### config.mk
export PLATFORM = sky130hd
export DESIGN_NAME = temp_poll_master_flat
export DESIGN_NICKNAME = d
export VERILOG_FILES = /design/src/rtl/temp_poll_master_if.sv /design/src/rtl/temp_poll_master.sv /design/src/flat_wrapper.sv
export SDC_FILE = /design/constraint.sdc
export NUM_CORES = 1
export LEC_CHECK = 0
export BUFFER_PORTS_ARGS = -buffer_cell sky130_fd_sc_hd__buf_2
export CAP_MARGIN = 25
export CORE_MARGIN = 5
export CORE_UTILIZATION = 40
export CTS_CLUSTER_DIAMETER = 40
export CTS_CLUSTER_SIZE = 10
export DETAILED_ROUTE_END_ITERATION = 7
export GPL_TIMING_DRIVEN = 0
export PLACE_DENSITY = 0.83
export SYNTH_ARGS = -nofsm -noshare
export SYNTH_HDL_FRONTEND = slang
export SYNTH_SLANG_ARGS = --single-unit
### constraint.sdc
create_clock -name clk -period 2.2 [get_ports clk]
set_input_delay 0.22 -clock clk [delete_from_list [all_inputs] [get_ports clk]]
set_output_delay 0.22 -clock clk [all_outputs]
set_load 0.01 [all_outputs]
### src/rtl/temp_poll_master_if.sv
// nasti_channel: NASTI-lite bundle between a single initiator and a slave.
//   AR/R carry full read address/data fields; the write channels carry only
//   handshake and response signals, enough for an initiator to tie them off.
//   Modports: master (initiator side), slave (target side).
interface nasti_channel #(
    parameter int unsigned ID_WIDTH   = 1,
    parameter int unsigned ADDR_WIDTH = 32,
    parameter int unsigned DATA_WIDTH = 32,
    parameter int unsigned USER_WIDTH = 1
);
    // read address channel
    logic [ID_WIDTH-1:0]   ar_id;
    logic [ADDR_WIDTH-1:0] ar_addr;
    logic [7:0]            ar_len;
    logic [2:0]            ar_size;
    logic [1:0]            ar_burst;
    logic                  ar_lock;
    logic [3:0]            ar_cache;
    logic [2:0]            ar_prot;
    logic [3:0]            ar_qos;
    logic [3:0]            ar_region;
    logic [USER_WIDTH-1:0] ar_user;
    logic                  ar_valid;
    logic                  ar_ready;

    // read data channel
    logic [ID_WIDTH-1:0]   r_id;
    logic [DATA_WIDTH-1:0] r_data;
    logic [1:0]            r_resp;
    logic                  r_last;
    logic [USER_WIDTH-1:0] r_user;
    logic                  r_valid;
    logic                  r_ready;

    // write channels, handshake only
    logic                  aw_valid;
    logic                  aw_ready;
    logic                  w_valid;
    logic                  w_ready;
    logic                  b_valid;
    logic                  b_ready;
    logic [1:0]            b_resp;

    modport master (
        output ar_id, ar_addr, ar_len, ar_size, ar_burst, ar_lock, ar_cache,
               ar_prot, ar_qos, ar_region, ar_user, ar_valid,
        input  ar_ready,
        input  r_id, r_data, r_resp, r_last, r_user, r_valid,
        output r_ready,
        output aw_valid, w_valid, b_ready,
        input  aw_ready, w_ready, b_valid, b_resp
    );

    modport slave (
        input  ar_id, ar_addr, ar_len, ar_size, ar_burst, ar_lock, ar_cache,
               ar_prot, ar_qos, ar_region, ar_user, ar_valid,
        output ar_ready,
        output r_id, r_data, r_resp, r_last, r_user, r_valid,
        input  r_ready,
        input  aw_valid, w_valid, b_ready,
        output aw_ready, w_ready, b_valid, b_resp
    );
endinterface

### src/rtl/temp_poll_master.sv
// temp_poll_master: periodically reads one memory-mapped temperature word over
// NASTI-lite and drives an over-temperature alarm with hysteresis.
//   clk, rst        clock, asynchronous active-high reset
//   enable          polling enable
//   alarm_set/clr   alarm rises at value >= alarm_set, falls at value < alarm_clr
//   err_clr         pulse clearing the sticky error (and timeout flag)
//   temp_value      last good read data; temp_valid pulses when it updates
//   alarm, err      over-temperature alarm, sticky protocol/response error
//   nasti           master side of the bus; only AR/R are active
// Build option: define POLL_TIMEOUT_EN to add an R-wait timeout that raises
// err and forces alarm (fan-on fail-safe) when the slave never answers.
module temp_poll_master #(
    parameter int unsigned           ID_WIDTH    = 1,
    parameter int unsigned           ADDR_WIDTH  = 32,
    parameter int unsigned           DATA_WIDTH  = 32,
    parameter int unsigned           USER_WIDTH  = 1,
    parameter logic [ADDR_WIDTH-1:0] POLL_ADDR   = ADDR_WIDTH'(32'h4),
    parameter logic [ID_WIDTH-1:0]   POLL_ID     = '0,
    parameter int unsigned           POLL_PERIOD = 1024,
    parameter int unsigned           TIMEOUT     = 256
) (
    input  logic                  clk,
    input  logic                  rst,
    input  logic                  enable,
    input  logic [DATA_WIDTH-1:0] alarm_set,
    input  logic [DATA_WIDTH-1:0] alarm_clr,
    input  logic                  err_clr,
    output logic [DATA_WIDTH-1:0] temp_value,
    output logic                  temp_valid,
    output logic                  alarm,
    output logic                  err,
    nasti_channel.master          nasti
);

    localparam int unsigned CNT_W   = $clog2(POLL_PERIOD + 1);
    localparam logic [2:0]  AR_SIZE = 3'($clog2(DATA_WIDTH / 8));

    typedef enum logic [1:0] {IDLE, ADDR, DATA, WAIT} state_t;

    state_t                state_q, state_d;
    logic [CNT_W-1:0]      cnt_q, cnt_d;
    logic [DATA_WIDTH-1:0] temp_value_d;
    logic                  temp_valid_d;
    logic                  alarm_d;
    logic                  err_d;
    logic                  resp_bad;

`ifdef POLL_TIMEOUT_EN
    localparam int unsigned RCNT_W = $clog2(TIMEOUT + 1);
    logic [RCNT_W-1:0] rcnt_q, rcnt_d;
    logic              timeout_q, timeout_d;
    logic              late;
`endif

    // Constant single-beat INCR read of the polled register
    assign nasti.ar_id     = POLL_ID;
    assign nasti.ar_addr   = POLL_ADDR;
    assign nasti.ar_len    = 8'd0;
    assign nasti.ar_size   = AR_SIZE;
    assign nasti.ar_burst  = 2'b01;
    assign nasti.ar_lock   = 1'b0;
    assign nasti.ar_cache  = 4'd0;
    assign nasti.ar_prot   = 3'd0;
    assign nasti.ar_qos    = 4'd0;
    assign nasti.ar_region = 4'd0;
    assign nasti.ar_user   = '0;
    assign nasti.ar_valid  = (state_q == ADDR);
    assign nasti.r_ready   = (state_q == DATA);

    // Write channels tied off
    assign nasti.aw_valid  = 1'b0;
    assign nasti.w_valid   = 1'b0;
    assign nasti.b_ready   = 1'b1;

    logic unused_inputs;
    assign unused_inputs = &{1'b0, nasti.aw_ready, nasti.w_ready, nasti.b_valid,
                             nasti.b_resp, nasti.r_user};

`ifdef POLL_TIMEOUT_EN
    // Timeout flag is kept for debug visibility only
    logic unused_timeout;
    assign unused_timeout = timeout_q;
    // Saturated R-wait counter marks a beat that arrives after the timeout
    assign late = (rcnt_q == RCNT_W'(TIMEOUT));
`else
    logic unused_timeout_param;
    assign unused_timeout_param = TIMEOUT[0];
`endif

    assign resp_bad = (nasti.r_resp != 2'b00) || (nasti.r_id != POLL_ID) || !nasti.r_last;

    // State and output registers
    always_ff @(posedge clk or posedge rst) begin
        if (rst) begin
            state_q    <= IDLE;
            cnt_q      <= '0;
            temp_value <= '0;
            temp_valid <= 1'b0;
            alarm      <= 1'b0;
            err        <= 1'b0;
`ifdef POLL_TIMEOUT_EN
            rcnt_q     <= '0;
            timeout_q  <= 1'b0;
`endif
        end else begin
            state_q    <= state_d;
            cnt_q      <= cnt_d;
            temp_value <= temp_value_d;
            temp_valid <= temp_valid_d;
            alarm      <= alarm_d;
            err        <= err_d;
`ifdef POLL_TIMEOUT_EN
            rcnt_q     <= rcnt_d;
            timeout_q  <= timeout_d;
`endif
        end
    end

    // Next-state and next-output logic; error sets are applied after err_clr so they win
    always_comb begin
        state_d      = state_q;
        cnt_d        = cnt_q;
        temp_value_d = temp_value;
        temp_valid_d = 1'b0;
        alarm_d      = alarm;
        err_d        = err;
        if (err_clr) begin
            err_d = 1'b0;
        end
`ifdef POLL_TIMEOUT_EN
        rcnt_d    = rcnt_q;
        timeout_d = timeout_q;
        if (err_clr) begin
            timeout_d = 1'b0;
        end
`endif

        case (state_q)
            IDLE: begin
                if (enable) begin
                    state_d = ADDR;
                end
            end

            ADDR: begin
                if (nasti.ar_ready) begin
                    state_d = DATA;
`ifdef POLL_TIMEOUT_EN
                    rcnt_d  = '0;
`endif
                end
            end

            DATA: begin
                if (nasti.r_valid) begin
                    state_d = WAIT;
                    cnt_d   = CNT_W'(POLL_PERIOD - 1);
`ifdef POLL_TIMEOUT_EN
                    if (late) begin
                        // beat answering a timed-out read is dropped
                    end else
`endif
                    if (resp_bad) begin
                        err_d = 1'b1;
                    end else begin
                        temp_value_d = nasti.r_data;
                        temp_valid_d = 1'b1;
                        if (nasti.r_data >= alarm_set) begin
                            alarm_d = 1'b1;
                        end else if (nasti.r_data < alarm_clr) begin
                            alarm_d = 1'b0;
                        end
`ifdef POLL_TIMEOUT_EN
                        timeout_d = 1'b0;
`endif
                    end
                end
`ifdef POLL_TIMEOUT_EN
                else if (!late) begin
                    rcnt_d = rcnt_q + RCNT_W'(1);
                    if (rcnt_q == RCNT_W'(TIMEOUT - 1)) begin
                        err_d     = 1'b1;
                        timeout_d = 1'b1;
                        alarm_d   = 1'b1;
                    end
                end
`endif
            end

            WAIT: begin
                if (!enable) begin
                    state_d = IDLE;
                end else if (cnt_q == '0) begin
                    state_d = ADDR;
                end else begin
                    cnt_d = cnt_q - CNT_W'(1);
                end
            end

            default: state_d = IDLE;
        endcase
    end

endmodule

### src/flat_wrapper.sv
// flat-port wrapper written by rule: the top's interface ports become plain ports
module temp_poll_master_flat 
#(
    parameter int unsigned           ID_WIDTH    = 1,
    parameter int unsigned           ADDR_WIDTH  = 32,
    parameter int unsigned           DATA_WIDTH  = 32,
    parameter int unsigned           USER_WIDTH  = 1,
    parameter logic [ADDR_WIDTH-1:0] POLL_ADDR   = ADDR_WIDTH'(32'h4),
    parameter logic [ID_WIDTH-1:0]   POLL_ID     = '0,
    parameter int unsigned           POLL_PERIOD = 1024,
    parameter int unsigned           TIMEOUT     = 256
)
  (clk, rst, enable, alarm_set, alarm_clr, err_clr, temp_value, temp_valid, alarm, err, nasti_ar_id, nasti_ar_addr, nasti_ar_len, nasti_ar_size, nasti_ar_burst, nasti_ar_lock, nasti_ar_cache, nasti_ar_prot, nasti_ar_qos, nasti_ar_region, nasti_ar_user, nasti_ar_valid, nasti_ar_ready, nasti_r_id, nasti_r_data, nasti_r_resp, nasti_r_last, nasti_r_user, nasti_r_valid, nasti_r_ready, nasti_aw_valid, nasti_w_valid, nasti_b_ready, nasti_aw_ready, nasti_w_ready, nasti_b_valid, nasti_b_resp);
  nasti_channel #(.ID_WIDTH(ID_WIDTH), .ADDR_WIDTH(ADDR_WIDTH), .DATA_WIDTH(DATA_WIDTH), .USER_WIDTH(USER_WIDTH)) nasti_i ();
  input  logic clk;
  input  logic rst;
  input  logic enable;
  input  logic [DATA_WIDTH-1:0] alarm_set;
  input  logic [DATA_WIDTH-1:0] alarm_clr;
  input  logic err_clr;
  output logic [DATA_WIDTH-1:0] temp_value;
  output logic temp_valid;
  output logic alarm;
  output logic err;
  output wire logic [$bits(nasti_i.ar_id)-1:0] nasti_ar_id;
  output wire logic [$bits(nasti_i.ar_addr)-1:0] nasti_ar_addr;
  output wire logic [$bits(nasti_i.ar_len)-1:0] nasti_ar_len;
  output wire logic [$bits(nasti_i.ar_size)-1:0] nasti_ar_size;
  output wire logic [$bits(nasti_i.ar_burst)-1:0] nasti_ar_burst;
  output wire logic [$bits(nasti_i.ar_lock)-1:0] nasti_ar_lock;
  output wire logic [$bits(nasti_i.ar_cache)-1:0] nasti_ar_cache;
  output wire logic [$bits(nasti_i.ar_prot)-1:0] nasti_ar_prot;
  output wire logic [$bits(nasti_i.ar_qos)-1:0] nasti_ar_qos;
  output wire logic [$bits(nasti_i.ar_region)-1:0] nasti_ar_region;
  output wire logic [$bits(nasti_i.ar_user)-1:0] nasti_ar_user;
  output wire logic [$bits(nasti_i.ar_valid)-1:0] nasti_ar_valid;
  input wire logic [$bits(nasti_i.ar_ready)-1:0] nasti_ar_ready;
  input wire logic [$bits(nasti_i.r_id)-1:0] nasti_r_id;
  input wire logic [$bits(nasti_i.r_data)-1:0] nasti_r_data;
  input wire logic [$bits(nasti_i.r_resp)-1:0] nasti_r_resp;
  input wire logic [$bits(nasti_i.r_last)-1:0] nasti_r_last;
  input wire logic [$bits(nasti_i.r_user)-1:0] nasti_r_user;
  input wire logic [$bits(nasti_i.r_valid)-1:0] nasti_r_valid;
  output wire logic [$bits(nasti_i.r_ready)-1:0] nasti_r_ready;
  output wire logic [$bits(nasti_i.aw_valid)-1:0] nasti_aw_valid;
  output wire logic [$bits(nasti_i.w_valid)-1:0] nasti_w_valid;
  output wire logic [$bits(nasti_i.b_ready)-1:0] nasti_b_ready;
  input wire logic [$bits(nasti_i.aw_ready)-1:0] nasti_aw_ready;
  input wire logic [$bits(nasti_i.w_ready)-1:0] nasti_w_ready;
  input wire logic [$bits(nasti_i.b_valid)-1:0] nasti_b_valid;
  input wire logic [$bits(nasti_i.b_resp)-1:0] nasti_b_resp;
  assign nasti_ar_id = nasti_i.ar_id;
  assign nasti_ar_addr = nasti_i.ar_addr;
  assign nasti_ar_len = nasti_i.ar_len;
  assign nasti_ar_size = nasti_i.ar_size;
  assign nasti_ar_burst = nasti_i.ar_burst;
  assign nasti_ar_lock = nasti_i.ar_lock;
  assign nasti_ar_cache = nasti_i.ar_cache;
  assign nasti_ar_prot = nasti_i.ar_prot;
  assign nasti_ar_qos = nasti_i.ar_qos;
  assign nasti_ar_region = nasti_i.ar_region;
  assign nasti_ar_user = nasti_i.ar_user;
  assign nasti_ar_valid = nasti_i.ar_valid;
  assign nasti_i.ar_ready = nasti_ar_ready;
  assign nasti_i.r_id = nasti_r_id;
  assign nasti_i.r_data = nasti_r_data;
  assign nasti_i.r_resp = nasti_r_resp;
  assign nasti_i.r_last = nasti_r_last;
  assign nasti_i.r_user = nasti_r_user;
  assign nasti_i.r_valid = nasti_r_valid;
  assign nasti_r_ready = nasti_i.r_ready;
  assign nasti_aw_valid = nasti_i.aw_valid;
  assign nasti_w_valid = nasti_i.w_valid;
  assign nasti_b_ready = nasti_i.b_ready;
  assign nasti_i.aw_ready = nasti_aw_ready;
  assign nasti_i.w_ready = nasti_w_ready;
  assign nasti_i.b_valid = nasti_b_valid;
  assign nasti_i.b_resp = nasti_b_resp;
  temp_poll_master #(.ID_WIDTH(ID_WIDTH), .ADDR_WIDTH(ADDR_WIDTH), .DATA_WIDTH(DATA_WIDTH), .USER_WIDTH(USER_WIDTH), .POLL_ADDR(POLL_ADDR), .POLL_ID(POLL_ID), .POLL_PERIOD(POLL_PERIOD), .TIMEOUT(TIMEOUT)) u_core (.clk(clk), .rst(rst), .enable(enable), .alarm_set(alarm_set), .alarm_clr(alarm_clr), .err_clr(err_clr), .temp_value(temp_value), .temp_valid(temp_valid), .alarm(alarm), .err(err), .nasti(nasti_i));
endmodule
=== Word-level counts from Yosys, hierarchy flattened ===
Index checks and enable logic that the tools add are counted.

* $lt $le $gt $ge: 2
* Mux-type cells: 19
* Add/sub/neg operators: 1
* Equality and inequality tests: 9
* Bitwise logic cells: 1
* Reductions and logical operators: 12

{| class="wikitable"
|+ Operators by type and width
! operator !! number
|-
| $mux 11 || 3
|-
| $ge 32x32->1 || 1
|-
| $lt 32x32->1 || 1
|-
| $pmux 11 s2 || 1
|-
| $reduce_and 4->1 || 3
|-
| $logic_not 11->1 || 1
|-
| $sub 11x1->11 const B || 1
|-
| $mux 2 || 5
|-
| $mux 1 || 9
|-
| $ne 2x2->1 const B || 4
|-
| $pmux 2 s4 || 1
|-
| $reduce_bool 2->1 || 3
|-
| $eq 2x2->1 const B || 2
|-
| $ne 3x2->1 const B || 1
|-
| $reduce_and 3->1 || 1
|-
| $eq 2x1->1 const B || 1
|-
| $logic_not 2->1 || 1
|-
| $logic_or 1x1->1 || 2
|-
| $ne 2x1->1 const B || 1
|-
| $logic_not 1->1 || 1
|-
| $not 1->1 || 1
|}

* Register bits after elaboration: 48
* Bits of input ports: 112
* Word-level logic and storage cells: 50
* Output and inout bits: 103

=== Logic depth before layout (Yosys ltp) ===
Gate-level depths: netlist of run 1.

* Word-level depth: 6
* Depth in mapped cells: 8
* Gate-level depth less buffers: 8

=== Least setup slack after synthesis of run 1 ===
Ideal clock, no wire load.

* Path type: flip-flop to flip-flop
* From: register u_core.state_q[0]
* To: register u_core.cnt_q[5]
* Stages on the path, launching flop included: 9
* Buffers on the path: 0
* Setup slack: 0.155 ns
* Period minus slack after synthesis: 2.045 ns
* Library setup time: 0.132 ns
* Data arrival time: 1.913 ns
* Cell sequence: dfrtp_1 inv_1 ha_1 mux2i_1 or4_1 a21o_2 nor3_1 xnor2_1 nand2_1

* Longest elaborated chain between the ends: 3

{| class="wikitable"
|+ Ends and longest elaborated chain
! element !! line !! text
|-
| start: declaration || temp_poll_master.sv:40 || <nowiki>state_t state_q, state_d;</nowiki>
|-
| start signal: assignment || temp_poll_master.sv:106 || <nowiki>state_q <= state_d;</nowiki>
|-
| $eq 2x2->1 (*) || -- ||
|-
| via nasti_r_ready || flat_wrapper.sv:44 || <nowiki>output wire logic [$bits(nasti_i.r_ready)-1:0] nasti_r_ready;</nowiki>
|-
| $ne 2x2->1 (no line) / $reduce_bool 2->1 (equally long branches) || -- ||
|-
| $reduce_and 4->1 (no line) || -- ||
|-
| end signal: assignment || temp_poll_master.sv:107 || <nowiki>cnt_q <= cnt_d;</nowiki>
|-
| end: declaration || temp_poll_master.sv:41 || <nowiki>logic [CNT_W-1:0] cnt_q, cnt_d;</nowiki>
|}

The timed path passes the listed nets; every way through them passes the cells marked *.
A chain may end at the register's enable or synchronous reset.

=== Worst setup path after layout of run 1 ===
* From: register u_core.cnt_q[4]
* To: register u_core.cnt_q[8]

* Longest elaborated chain between the ends: 4

{| class="wikitable"
|+ Ends and longest elaborated chain
! element !! line !! text
|-
| $sub 11x1->11 || temp_poll_master.sv:196 || <nowiki>cnt_d = cnt_q - CNT_W'(1);</nowiki>
|-
| $mux 11 || temp_poll_master.sv:193 || <nowiki>end else if (cnt_q == '0) begin</nowiki>
|-
| $mux 11 || temp_poll_master.sv:191 || <nowiki>if (!enable) begin</nowiki>
|-
| $pmux 11 s2 || temp_poll_master.sv:138 || <nowiki>case (state_q)</nowiki>
|}

Several ways; a longest one is shown, not always the timed one. The select of a mux whose other input is x is not followed.

==> metrics, run 1 <==
antenna violations before repair=0; die width=112 um; Row Count=37; Final period util=94.9%; Cell Pwr Density=644 nW/um^2; maximum vdd drop=539 uV; outcome=completed; Avg WL per Cell=13.0 um; LEAKAGE=3.26 nW; WHS Path Cells=2; Final Instance Area=5510 um^2; Slew headroom=65.9%; # DRC=0; critical path type=register to register; io pins=215; final period demand of the worst path=2.09 ns; register area share after synthesis=28.9%; f_max=0.479 GHz; core box area=10,200 um^2; Worst Path Max Fanout=6; port bufs=142; CTS root buffer=clkbuf_8; busiest grt layer=met2; Hold Crit Class=input pin to register; # H-tree levels=2; Hold Fails Final Rpt=0; Power Total=3.55 mW; pin count of the biggest net entering global routing=37; number of buffers created by CTS=5; layout cell share with drive strength beyond 1=41.7%; met3 Use GR=4.46%; Starting Density=40.6%; worst skew pair latency=0.30 ns; area of the die=12,500 um^2; global router's overall resource usage=16.2%; YS warnings=0; DR vias/cell=4.47; fin. max-slew vios=0; drt first pass iters=4; GRT Residual Overflow=0; drt total wl=10.4 mm; Max clock buf depth=2; cell depth of the worst flop-to-flop path=6; Detail Placement HPWL=8.97 mm; top cell type's share of synthesized area=28.9%; clock-pin slew on the worst setup and hold paths=0.10 ns; Mapped Area=4150 um^2; utilization after layout=53.8%; GR Layer Usage met1=18.9%; routed vias=3,597; top post-synthesis cells by area=dfrtp_1 (29%), ha_1 (21%), buf_4 (12%); Arrival @ worst endpoint=2.27 ns; Netlist cell types=49; Layout Cells excl Fill=805; Post-Place Cells=789; ANT cells=0; routability congestion estimate=0.813; # fillers=966; Net count, final=849; vias in the first global route=3,593; post-synth top area cell=dfrtp_1; Worst setup EP type=register; met2 Usage GRT=29.6%; number of synthesized register bits=48; syn_area_per_cell=9.31 um^2; MaxCap Viol Count=0; Area growth syn-to-layout=32.7%; setup violators final=0; worst-margin pin slew=0.505 ns; Critical Path RT=2.38 ns; RSZ-0062 raised after global routing=yes; TritonCTS clock tree=yes; clock sinks=48; initial DRC count=92; Placed Instance Area=5290 um^2; startpoint types=register; Post-Syn Instances=446; EDFF count, synth=0; first-pass GRT wire length=16.9 mm; Antenna Nets Post-Route=0; async set-reset flop share out of synthesis=100%; Die Ht=112 um; Setup Skew=0.00616 ns; Main synth FF type=dfrtp_1; hold_ws=0.0846 ns
## cells in the mapped netlist, types with 2 or more instances
master and instances:
a2111oi_0 2, a211oi_1 2, a21boi_0 3, a21o_1 4
a21oi_1 26, a221o_1 3, a31oi_1 2, and3_1 4
and4_1 2, buf_2 3, buf_4 67, conb_1 2
dfrtp_1 48, ha_1 69, inv_1 74, mux2_2 32
nand2_1 21, nand2b_1 2, nand3_1 8, nand4_1 8
nor2_1 14, nor3_1 7, o21ai_0 11, or2_2 2
or3_1 2, or4_1 2, xnor2_1 4
## sequential cells by signal, summed over array words and instances (netlist names)
signal / count
u_core.err: 1
u_core.temp_value: 32
u_core.temp_valid: 1
u_core.state_q: 2
u_core.alarm: 1
u_core.cnt_q: 11
## critical path, cell delays in order, from the launching register on
cell and delay (ns):
dfrtp_1 0.42, or4_4 0.57, o41ai_4 0.40, a2111o_2 0.27
nor3_2 0.06, xnor2_1 0.17, nand2_1 0.07
## power breakdown
part           internal, mW  switching (mW)
Combinational         0.767           0.759
Clock                 0.343           0.336
Sequential             1.17           0.174
## routing by layer
metal  wire, um  share of wire, %
met5          0                 0
met4        168               1.6
met3        967               9.3
met2       5180                50
met1       4130                40
## final cells by class
| class | instances | area [um^2] | area share (%) |
|---|---|---|---|
| flip-flops and latches | 48 | 1200 | 21.8 |
| plain buffers | 71 | 522 | 9.48 |
| clock inverters | 3 | 47.5 | 0.863 |
| repair buffers | 151 | 793 | 14.4 |
| inverters | 74 | 278 | 5.04 |
| multi-input cells | 317 | 2420 | 44.0 |
| clock buffers | 5 | 68.8 | 1.25 |
| well taps | 136 | 170 | 3.09 |
## cell families (layout without fill, tap and decap cells)
logic type | after synthesis | count (layout) | share of synthesized area (%)
buf+inv | 145 | 304 | 19.3
compound gates | 66 | 66 | 11.2
other cells | 2 | 66 | 0.181
xor+xnor | 5 | 5 | 1.06
simple gates | 78 | 78 | 9.68
mux | 33 | 33 | 8.92
fa+ha+maj | 69 | 69 | 20.8
flops | 48 | 48 | 28.9
## layout by cell type, fill, tap and decap left out, types with 11 or more instances in the layout
| master | instances |
|---|---|
| o21ai_0 | 11 |
| nand2_1 | 21 |
| nor2_1 | 14 |
| mux2_2 | 32 |
| a21oi_1 | 26 |
| inv_1 | 70 |
| dfrtp_1 | 47 |
| ha_1 | 66 |
| buf_4 | 74 |
| conb_1 | 66 |
| buf_2 | 145 |
## metrics by stage
step / setup WS (ns) / TNS [ns]
4_1_cts: 0.0191 / 0
3_3_place_gp: -0.117 / -0.117
5_1_grt: -0.0109 / -0.0109
6_report: 0.111 / 0
3_5_place_dp: -0.175 / -0.175
2_1_floorplan: 0.155 / 0
## final timing paths
path / startpoint / to / slack [ns]
min in group asynchronous: rst / u_core.temp_value[4] / 0.42
setup / recovery: u_core.cnt_q[4] / u_core.cnt_q[8] / 0.11
hold reg to reg: u_core.temp_value[2] / u_core.temp_value[2] / 0.51
max in group asynchronous: rst / u_core.cnt_q[3] / 1.26
hold / removal: err_clr / u_core.err / 0.08
setup reg to reg: u_core.cnt_q[4] / u_core.cnt_q[8] / 0.11
## repair_timing
item                                   CTS  global route
setup endpoints to repair                1             6
endpoints found under the hold margin   12             0
setup buffers                            1             6
resized for setup                        0            11
hold buffers                             1             0
pin swaps                                0             5
No activity file was read; power rests on OpenSTA's default activity.
==> inputs of run 2 (changes only) <==
--- a/config.mk
+++ b/config.mk
@@ -14,6 +14,7 @@
 export DETAILED_ROUTE_END_ITERATION = 7
 export GPL_TIMING_DRIVEN = 0
 export PLACE_DENSITY = 0.83
+export RECOVER_POWER = 25
 export SYNTH_ARGS = -nofsm -noshare
 export SYNTH_HDL_FRONTEND = slang
 export SYNTH_SLANG_ARGS = --single-unit
==> metrics, run 2 (synthesized netlist as in run 1, its figures left out) <==
Placed Instance Area=5290 um^2; drt first pass iters=4; layout cell share with drive strength beyond 1=41.6%; Power Total=3.54 mW; CTS root buffer=clkbuf_8; number of buffers created by CTS=5; P_int=2.28 mW; initial DRC count=92; critical path endpoint=u_core.cnt_q[8]; pin count of the biggest net entering global routing=37; Worst setup EP type=register; TritonCTS clock tree=yes; most frequent cells in the layout=buf_2 (145), buf_4 (74), inv_1 (71), ha_1 (66), conb_1 (66); Arrival @ worst endpoint=2.27 ns; top layer in use=met4; f_max=0.479 GHz; Critical Path RT=2.38 ns; clock-pin slew on the worst setup and hold paths=0.10 ns; met3 WL=967 um; leading cell type in the layout, fill and taps excluded=buf_2; Net count, final=849; antenna violations before repair=0; DR WL met2=5.18 mm; max reg flops=32; cell depth of the worst flop-to-flop path=6; die width=112 um; DR vias/cell=4.47; hold_ws=0.0846 ns; Setup Skew=0.00616 ns; core box area=10,200 um^2; Final Instance Area=5510 um^2; # H-tree levels=2; Antenna Nets Post-Route=0; reg-to-reg startpoint=u_core.cnt_q[4]; Critical Path, Cell by Cell=or4_4 > o41ai_4 > a2111o_2 > nor3_2 > xnor2_1 > nand2_1; drt total wl=10.4 mm; Sw Share=35.8%; final period demand of the worst path=2.09 ns; R2R Path End=u_core.cnt_q[8]; fin. max-slew vios=0; Avg WL per Cell=13.0 um; RSZ-0062 raised after global routing=yes; largest register by flop count=u_core.temp_value; first-pass GRT wire length=16.9 mm; critical path launch point=u_core.cnt_q[4]; Reg power frac=37.8%; routed vias=3,598; Starting Density=40.6%; worst-margin pin slew=0.634 ns; area of the multi-input gates=2420 um^2; clock network power share=19.2%; maximum vdd drop=539 uV; Slew headroom=57.7%; Hold Crit Class=input pin to register; Max clock buf depth=2; Top Registers=u_core.temp_value x32, u_core.cnt_q x11, u_core.state_q x2; Register Area=1200 um^2; port bufs=142; Detail Placement HPWL=8.97 mm; worst skew pair latency=0.30 ns; critical path type=register to register; # fillers=966; Die Ht=112 um; MaxCap Viol Count=0; Post-Place Cells=789; outcome=completed; area of the die=12,500 um^2; Final period util=94.9%; delay of the slowest cell on the worst path=0.57 ns; Worst Path Max Fanout=6; startpoint types=register; ANT cells=0; vias in the first global route=3,593; Hold Fails Final Rpt=0; # DRC=0; global router's overall resource usage=16.2%; Layout Cells excl Fill=805; Row Count=37; CP max stage cell=or4_4; setup violators final=0; clock sinks=48; io pins=215; routability congestion estimate=0.813; Area growth syn-to-layout=32.7%; Comb power frac=43.0%; GRT Residual Overflow=0; final setup TNS=0 ns; net switching power=1.27 mW; metal1 wirelength=4.12 mm; Cell Pwr Density=644 nW/um^2; reg2reg setup slack=0.11 ns; LEAKAGE=3.26 nW
==> run 2: area by class of cell <==
type	count	share of cell area, %
repair buffers	151	14.4
clock buffers	5	1.25
flip-flops and latches	48	21.8
inverters	74	5.04
multi-input cells	317	44.0
plain buffers	71	9.48
well taps	136	3.09
clock inverters	3	0.863
==> run 2: worst min path at each step <==
stage	from	to	cells after the start
2_1_floorplan	err_clr	u_core.err	1
3_3_place_gp	err_clr	u_core.err	2
6_report	err_clr	u_core.err	2
5_1_grt	err_clr	u_core.err	2
4_1_cts	err_clr	u_core.err	2
3_5_place_dp	rst	u_core.temp_value[3]	2
==> run 2: power by group through the flow <==
stage	sequential [mW]	clock [mW]	combinational (mW)
2_1_floorplan	1.45	0	0.803
3_3_place_gp	1.34	0	1.41
3_5_place_dp	1.36	0	1.45
4_1_cts	1.33	0.718	1.48
5_1_grt	1.38	0.747	1.72
6_report	1.34	0.680	1.53
==> run 2: metrics by stage <==
| step | util, % | worst slack (ns) |
|---|---|---|
| 2_1_floorplan | - | 0.155 |
| 3_3_place_gp | 51.5 | -0.117 |
| 3_5_place_dp | 51.7 | -0.175 |
| 4_1_cts | 53.0 | 0.0191 |
| 5_1_grt | 53.8 | -0.0109 |
| 6_report | 53.8 | 0.111 |
==> run 2: what timing repair did <==
action / CTS / global route
gates resized for setup: 0 / 11
pin swaps: 0 / 5
hold endpoints to repair: 12 / 0
hold buffers: 1 / 0
setup buffers: 1 / 6
setup endpoints to repair: 1 / 6
==> run 2: routing by layer <==
metal / global-route usage (%) / vias to the layer above
met2: 29.6 / 137
met3: 4.46 / 14
met1: 18.9 / 1611
met5: 0 / -
li1: - / 1836
met4: 3.57 / 0
==> run 2: worst max-delay path, delay by kind of cell (launching register included) <==
| kind | cells | cell delay [ns] |
|---|---|---|
| xor+xnor | 1 | 0.17 |
| simple gates | 3 | 0.70 |
| compound gates | 2 | 0.67 |
| flops | 1 | 0.42 |
